===== src/rtl/mips_mem_pkg.sv =====
// Shared definitions for the MEM-stage data-memory access block:
// size/kind encodings, FSM state encoding and lane helpers.
package mips_mem_pkg;

  localparam logic [1:0] SC_WORD = 2'b00;
  localparam logic [1:0] SC_HALF = 2'b01;
  localparam logic [1:0] SC_BYTE = 2'b10;
  localparam logic [1:0] SC_NONE = 2'b11;

  localparam logic [1:0] LC_LW  = 2'b00;
  localparam logic [1:0] LC_LH  = 2'b01;
  localparam logic [1:0] LC_LB  = 2'b10;
  localparam logic [1:0] LC_LBU = 2'b11;

  typedef enum logic [1:0] {
    ST_IDLE = 2'd0,
    ST_WAIT = 2'd1,
    ST_DONE = 2'd2
  } state_t;

  // Map a load kind onto the store-size encoding
  function automatic logic [1:0] load_size(input logic [1:0] lc);
    case (lc)
      LC_LW:   return SC_WORD;
      LC_LH:   return SC_HALF;
      default: return SC_BYTE;
    endcase
  endfunction

  function automatic logic [3:0] lane_en(input logic [1:0] sz,
                                         input logic [1:0] a);
    case (sz)
      SC_WORD: return 4'b1111;
      SC_HALF: return a[1] ? 4'b1100 : 4'b0011;
      SC_BYTE: return 4'b0001 << a;
      default: return 4'b0000;
    endcase
  endfunction

  function automatic logic misaligned(input logic [1:0] sz,
                                      input logic [1:0] a);
    case (sz)
      SC_WORD: return a != 2'b00;
      SC_HALF: return a[0];
      default: return 1'b0;
    endcase
  endfunction

endpackage


===== src/rtl/mem_stage_access_load_extract.sv =====
// Load lane extraction: picks lane(s) of the read word by addr[1:0]
// and sign/zero-extends. Ports: rdata, addr, lc in; result out.
module load_extract
  import mips_mem_pkg::*;
(
  input  logic [31:0] rdata,
  input  logic [1:0]  addr,
  input  logic [1:0]  lc,
  output logic [31:0] result
);

  logic [15:0] half;
  logic [7:0]  bval;

  always_comb begin
    half = addr[1] ? rdata[31:16] : rdata[15:0];
    bval = rdata[{addr, 3'b000} +: 8];
    case (lc)
      LC_LW:   result = rdata;
      LC_LH:   result = {{16{half[15]}}, half};
      LC_LB:   result = {{24{bval[7]}}, bval};
      default: result = {24'h0, bval};
    endcase
  end

endmodule


===== src/rtl/mem_stage_access.sv =====
// MEM-stage data-memory access: one req/ack transaction per op, stall,
// load extraction, misalign pulse and sticky timeout. Ports as named.
module mem_stage_access
  import mips_mem_pkg::*;
#(
  parameter int TIMEOUT_CYCLES = 64,
  parameter int CNT_W          = 7
) (
  input  logic        Clk,
  input  logic        Reset,
  input  logic        MemReadIn,
  input  logic        MemWriteIn,
  input  logic        FlushIn,
  input  logic [31:0] AddrIn,
  input  logic [31:0] StoreDataIn,
  input  logic [1:0]  SControlIn,
  input  logic [1:0]  LControlIn,
  output logic        MemReq,
  output logic        MemWe,
  output logic [31:0] MemAddr,
  output logic [31:0] MemWData,
  output logic [3:0]  MemByteEn,
  input  logic        MemAck,
  input  logic [31:0] MemRData,
  output logic        Stall,
  output logic [31:0] LoadDataOut,
  output logic        LoadValid,
  output logic        MisalignErr,
  output logic        TimeoutErr
);

  state_t           state, state_nx;
  logic             op, wr, go, mis, take, tmo;
  logic [1:0]       sz;
  logic [CNT_W-1:0] cnt;
  logic [1:0]       lo_q, lc_q;
  logic             we_q, req_q, mis_q, tmo_q;
  logic [31:0]      addr_q, wdata_q, load_q, ld_data, wfmt;
  logic [3:0]       be_q;

  assign op   = (MemReadIn | MemWriteIn) & ~FlushIn;
  assign wr   = MemWriteIn;
  assign sz   = wr ? SControlIn : load_size(LControlIn);
  // Reserved store size is a silent no-op
  assign go   = op & ~(wr & (SControlIn == SC_NONE));
  assign mis  = misaligned(sz, AddrIn[1:0]);
  assign take = (state == ST_IDLE) & go & ~mis;
  assign tmo  = cnt == CNT_W'(TIMEOUT_CYCLES - 1);

  always_comb begin
    case (SControlIn)
      SC_WORD: wfmt = StoreDataIn;
      SC_HALF: wfmt = {2{StoreDataIn[15:0]}};
      default: wfmt = {4{StoreDataIn[7:0]}};
    endcase
  end

  load_extract u_ext (
    .rdata  (MemRData),
    .addr   (lo_q),
    .lc     (lc_q),
    .result (ld_data)
  );

  always_ff @(posedge Clk) begin
    if (Reset) state <= ST_IDLE;
    else       state <= state_nx;
  end

  always_comb begin
    state_nx = state;
    Stall    = 1'b0;
    unique case (state)
      ST_IDLE: begin
        if (take) begin
          state_nx = ST_WAIT;
          Stall    = 1'b1;
        end
      end
      ST_WAIT: begin
        Stall = 1'b1;
        if (MemAck || tmo) state_nx = ST_DONE;
      end
      ST_DONE: state_nx = ST_IDLE;
      default: state_nx = ST_IDLE;
    endcase
  end

  always_ff @(posedge Clk) begin
    if (Reset) begin
      req_q   <= 1'b0;
      we_q    <= 1'b0;
      addr_q  <= '0;
      wdata_q <= '0;
      be_q    <= '0;
      lo_q    <= '0;
      lc_q    <= '0;
      cnt     <= '0;
      load_q  <= '0;
      mis_q   <= 1'b0;
      tmo_q   <= 1'b0;
    end else begin
      mis_q <= (state == ST_IDLE) & go & mis;
      if (take) begin
        req_q   <= 1'b1;
        we_q    <= wr;
        addr_q  <= {AddrIn[31:2], 2'b00};
        wdata_q <= wr ? wfmt : 32'h0;
        be_q    <= lane_en(sz, AddrIn[1:0]);
        lo_q    <= AddrIn[1:0];
        lc_q    <= LControlIn;
        cnt     <= '0;
      end else if (state == ST_WAIT) begin
        cnt <= cnt + 1'b1;
        if (MemAck) begin
          req_q <= 1'b0;
          if (!we_q) load_q <= ld_data;
        end else if (tmo) begin
          req_q <= 1'b0;
          tmo_q <= 1'b1;
          if (!we_q) load_q <= '0;
        end
      end
    end
  end

  assign MemReq      = req_q;
  assign MemWe       = we_q;
  assign MemAddr     = addr_q;
  assign MemWData    = wdata_q;
  assign MemByteEn   = be_q;
  assign LoadDataOut = load_q;
  assign LoadValid   = (state == ST_DONE) & ~we_q;
  assign MisalignErr = mis_q;
  assign TimeoutErr  = tmo_q;

endmodule

===== config.mk =====
export PLATFORM = sky130hd
export DESIGN_NAME = mem_stage_access
export DESIGN_NICKNAME = d
export VERILOG_FILES = /design/src/rtl/mips_mem_pkg.sv /design/src/rtl/mem_stage_access_load_extract.sv /design/src/rtl/mem_stage_access.sv
export SDC_FILE = /design/constraint.sdc
export NUM_CORES = 1
export LEC_CHECK = 0
export ABC_AREA = 1
export CORE_MARGIN = 3
export CORE_UTILIZATION = 45
export DETAILED_ROUTE_END_ITERATION = 12
export PLACE_DENSITY = 0.85
export SKIP_LAST_GASP = 1
export SLEW_MARGIN = 20
export SYNTH_ARGS = -nofsm -noshare
export SYNTH_HDL_FRONTEND = slang
export SYNTH_SLANG_ARGS = --single-unit

===== constraint.sdc =====
create_clock -name Clk -period 1.6 [get_ports Clk]
set_input_delay 0.32 -clock Clk [delete_from_list [all_inputs] [get_ports Clk]]
set_output_delay 0.32 -clock Clk [all_outputs]
set_load 0.05 [all_outputs]

==> metrics.txt <==
# TYPE chip_impl_metric gauge
chip_impl_metric{name="drc",unit=""} 0
chip_impl_metric{name="total_leakage_power",unit="nW"} 4.222
chip_impl_metric{name="ys_ff_latch",unit=""} 115
chip_impl_metric{name="drv_cap",unit=""} 0
chip_impl_metric{name="clk_pin_slew_worst_paths",unit="ns"} 0.05
chip_impl_metric{name="num_vias",unit=""} 6597
chip_impl_metric{name="drtIter0Drc",unit=""} 498
chip_impl_info{name="timing_worst_setup_path_type",value="reg -> out"} 1
chip_impl_metric{name="worstSkewPairLatency",unit="ns"} 0.42
chip_impl_metric{name="drive_above_1_share",unit=""} 0.2557
chip_impl_metric{name="num-nets-final",unit=""} 1194
chip_impl_metric{name="floorplan.die.width",unit="um"} 117.8
chip_impl_metric{name="hold_viol",unit=""} 0
chip_impl_metric{name="cts_max_level",unit=""} 4
chip_impl_metric{name="finalMaxSlewViolations",unit=""} 0
chip_impl_info{name="failing_checks",value="setup timing"} 1
chip_impl_info{name="cell_with_the_largest_stage_delay_on_the_worst_path",value="sky130_fd_sc_hd__dfxtp_2"} 1
chip_impl_metric{name="gp_routability_congestion",unit=""} 0.9360
chip_impl_metric{name="postSynth.asyncResetShare",unit=""} 0
chip_impl_metric{name="chipHeight",unit="um"} 117.8
chip_impl_metric{name="stdcell_count",unit=""} 1267
chip_impl_metric{name="tns",unit="ns"} -0.04905
chip_impl_metric{name="critPathRequiredTime",unit="ns"} 1.28
chip_impl_metric{name="power_per_cell_area",unit="nW/um2"} 986.6
chip_impl_metric{name="portBuffers",unit=""} 209
chip_impl_info{name="synth_flop_cell",value="sky130_fd_sc_hd__dfxtp_1"} 1
chip_impl_metric{name="cts_max_path_buffers",unit=""} 2
chip_impl_metric{name="setup_viol_count_final",unit=""} 2
chip_impl_metric{name="place_ws",unit="ns"} -0.3630
chip_impl_metric{name="std_cell_core_area",unit="um2"} 12110
chip_impl_metric{name="wire_per_inst",unit="um"} 15.45
chip_impl_metric{name="p_total",unit="W"} 0.009004
chip_impl_metric{name="cpPeakStageDelay",unit="ns"} 0.33
chip_impl_metric{name="antenna_cells",unit=""} 0
chip_impl_info{name="tritoncts",value="done"} 1
chip_impl_metric{name="synth_warnings",unit=""} 0
chip_impl_metric{name="grt_max_degree",unit=""} 53
chip_impl_metric{name="area_growth",unit="%"} 62.38
chip_impl_metric{name="antenna_violating_nets_post_route",unit=""} 0
chip_impl_metric{name="hold_slack",unit="ns"} 0.2510
chip_impl_metric{name="route.final.wire_length",unit="mm"} 19.57
chip_impl_metric{name="synth_cell_types",unit=""} 35
chip_impl_metric{name="yosys.area.top_type_share",unit=""} 0.4096
chip_impl_info{name="yosysMostFrequentCell",value="sky130_fd_sc_hd__nand2_1"} 1
chip_impl_metric{name="gr-usage-all-layers",unit=""} 0.2693
chip_impl_metric{name="layout_setup_ws",unit="ns"} -0.04352
chip_impl_metric{name="skew",unit="ns"} 0.006540
chip_impl_metric{name="worstPathBufferInverterCount",unit=""} 2
chip_impl_metric{name="ff2ff_setup_slack",unit="ns"} -0.01
chip_impl_metric{name="dpl.cell_count",unit=""} 1224
chip_impl_info{name="critPathLaunchType",value="flip-flop"} 1
chip_impl_metric{name="nFillCells",unit=""} 897
chip_impl_metric{name="worst-path-max-fanout",unit=""} 2
chip_impl_info{name="run_status",value="finished with violations"} 1
chip_impl_metric{name="row_count",unit=""} 40
chip_impl_metric{name="max_freq",unit="MHz"} 608.5
chip_impl_info{name="clk_root_buf",value="sky130_fd_sc_hd__clkbuf_16"} 1
chip_impl_info{name="cp_endpoint_kind",value="primary output"} 1
chip_impl_metric{name="final_period_minus_worst_setup_slack",unit="ns"} 1.644
chip_impl_metric{name="avgViaCountPerCell",unit=""} 5.207
chip_impl_info{name="ys_top_cells_by_count",value="sky130_fd_sc_hd__nand2_1, sky130_fd_sc_hd__nand3_1, sky130_fd_sc_hd__dfxtp_1, sky130_fd_sc_hd__a21oi_1, sky130_fd_sc_hd__inv_1"} 1
chip_impl_info{name="worstPathCellList",value="nor2_4, nand3_4, inv_4, nand2_4, nand2_4, buf_12"} 1
chip_impl_metric{name="boundaryPins",unit=""} 212
chip_impl_metric{name="worst_ep_arrival_time",unit="ns"} 1.32
chip_impl_metric{name="antenna_found_initial",unit=""} 0
chip_impl_metric{name="grt_first_pass_wirelength",unit="mm"} 30.44
chip_impl_info{name="cpMostUsedCell",value="sky130_fd_sc_hd__nand2_4"} 1
chip_impl_metric{name="netlist_instances",unit=""} 840
chip_impl_metric{name="clock-sinks",unit=""} 115
chip_impl_info{name="grt_setup_unrepaired",value="true"} 1
chip_impl_metric{name="drt-pass1-iter-count",unit=""} 5
chip_impl_metric{name="cts_made_buffers",unit=""} 17
chip_impl_metric{name="ir_drop",unit="V"} 0.0006734
chip_impl_metric{name="synth_edf_count",unit=""} 0
chip_impl_metric{name="synth_sequential_area_ratio",unit=""} 0.4096
chip_impl_metric{name="grt_pass1_vias",unit=""} 6258
chip_impl_metric{name="post_synth_instance_area",unit="um2"} 5620
chip_impl_metric{name="grt_overflow_total",unit=""} 0
chip_impl_info{name="post_synth_main_area_contributors",value="sky130_fd_sc_hd__dfxtp_1, sky130_fd_sc_hd__nand2_1, sky130_fd_sc_hd__nand3_1"} 1
chip_impl_metric{name="syn_area_per_cell",unit="um2"} 6.691
chip_impl_info{name="path_delay_family",value="simple AND/OR/NAND/NOR gates"} 1
chip_impl_info{name="leading_area_contributor_after_synthesis",value="sky130_fd_sc_hd__dfxtp_1"} 1
chip_impl_info{name="worstHoldPathType",value="in -> reg"} 1
chip_impl_metric{name="floorplan.initialDensity",unit=""} 0.4640
chip_impl_metric{name="final.period_utilization",unit=""} 1.027
chip_impl_metric{name="die-area",unit="um2"} 13870
chip_impl_metric{name="detailedPlacementHpwl",unit="mm"} 13.57
[kinds of logic after synthesis]
kind of cell	count (synthesis)	synth area share
simple gates	452	0.3493
compound gates	136	0.1240
buf+inv	131	0.1080
flops	115	0.4096
xor+xnor	4	0.006234
fa+ha+maj	1	0.002226
other cells	1	0.0006672
[state kept, by name, indices dropped and copies added (netlist names)]
register,cells
LoadDataOut,32
MemWData,32
MemAddr,30
cnt,7
MemByteEn,4
lc_q,2
lo_q,2
state,2
MemReq,1
MemWe,1
MisalignErr,1
TimeoutErr,1
[through the flow]
stage          utilization  cell area [um2]
2_1_floorplan            -             5637
3_3_place_gp        0.6728             8149
3_5_place_dp        0.6728             8149
4_1_cts             0.7235             8762
5_1_grt             0.7535             9126
6_report            0.7535             9126
[cells in the final DEF (no fill, tap or decap), types with 3 or more instances in the layout]
master	count
sky130_fd_sc_hd__nand2_1	236
sky130_fd_sc_hd__buf_4	144
sky130_fd_sc_hd__nand3_1	126
sky130_fd_sc_hd__dfxtp_1	109
sky130_fd_sc_hd__clkdlybuf4s50_1	96
sky130_fd_sc_hd__inv_1	66
sky130_fd_sc_hd__a21oi_1	58
sky130_fd_sc_hd__nor2_1	38
sky130_fd_sc_hd__o21ai_1	35
sky130_fd_sc_hd__buf_12	29
sky130_fd_sc_hd__nand2_2	25
sky130_fd_sc_hd__o21ai_0	23
sky130_fd_sc_hd__clkbuf_16	20
sky130_fd_sc_hd__a21oi_2	14
sky130_fd_sc_hd__nand2_4	7
sky130_fd_sc_hd__dlygate4sd2_1	7
sky130_fd_sc_hd__nor2_4	5
sky130_fd_sc_hd__nand4_1	5
sky130_fd_sc_hd__clkbuf_1	5
sky130_fd_sc_hd__clkbuf_8	5
sky130_fd_sc_hd__dfxtp_2	5
sky130_fd_sc_hd__buf_6	4
sky130_fd_sc_hd__nand3_4	3
sky130_fd_sc_hd__inv_2	3
sky130_fd_sc_hd__xor2_1	3
sky130_fd_sc_hd__o211ai_1	3
[worst paths after layout]
check                    from        endpoint  cells past startpoint
setup / recovery     state[1]           Stall                      6
hold / removal          Reset         lc_q[1]                      2
setup reg to reg       cnt[0]  LoadDataOut[0]                     10
hold reg to reg   MemAddr[12]     MemAddr[12]                      2
[repair_timing]
item,4_1_cts,5_1_grt
gates resized for setup,12,74
setup endpoints to repair,3,34
pin swaps,4,15
cloned,0,4
hold buffers,0,0
buffers inserted,3,5
[power by group]
group	internal [W]	total [W]	switching [W]
Combinational	0.000876	0.00214	0.00127
Sequential	0.00301	0.00311	0.000101
Clock	0.00248	0.00375	0.00127
[layout make-up]
type                       instances  area, um2  area share
inverter                          73      284.0     0.03112
multi-input combinational        595       2915      0.3194
tap                              168      210.2     0.02303
clock buffer                      27      513.0     0.05621
sequential                       115       2312      0.2534
timing repair buffer             285       2821      0.3092
clock inverter                     4      70.07    0.007678
[routing by layer]
layer / wire length [um] / global-route usage / up-vias / share of wire
li1: - / - / 3198 / -
met2: 9611 / 0.4502 / 330 / 0.49
met3: 1917 / 0.08890 / 52 / 0.098
met1: 7378 / 0.3158 / 3017 / 0.38
met4: 662 / 0.1158 / 0 / 0.034
met5: 0 / 0 / - / 0
[worst register-to-register path: stages, from the launching register on]
cell and delay, ns:
sky130_fd_sc_hd__dfxtp_2 0.36, sky130_fd_sc_hd__ha_4 0.16, sky130_fd_sc_hd__inv_4 0.04, sky130_fd_sc_hd__nor2_4 0.08
sky130_fd_sc_hd__nand2_2 0.07, sky130_fd_sc_hd__nand2_2 0.10, sky130_fd_sc_hd__nand3_4 0.22, sky130_fd_sc_hd__inv_6 0.17
sky130_fd_sc_hd__buf_12 0.15, sky130_fd_sc_hd__o21ai_1 0.07, sky130_fd_sc_hd__nor2_1 0.12
No activity file was read; power rests on OpenSTA's default activity.
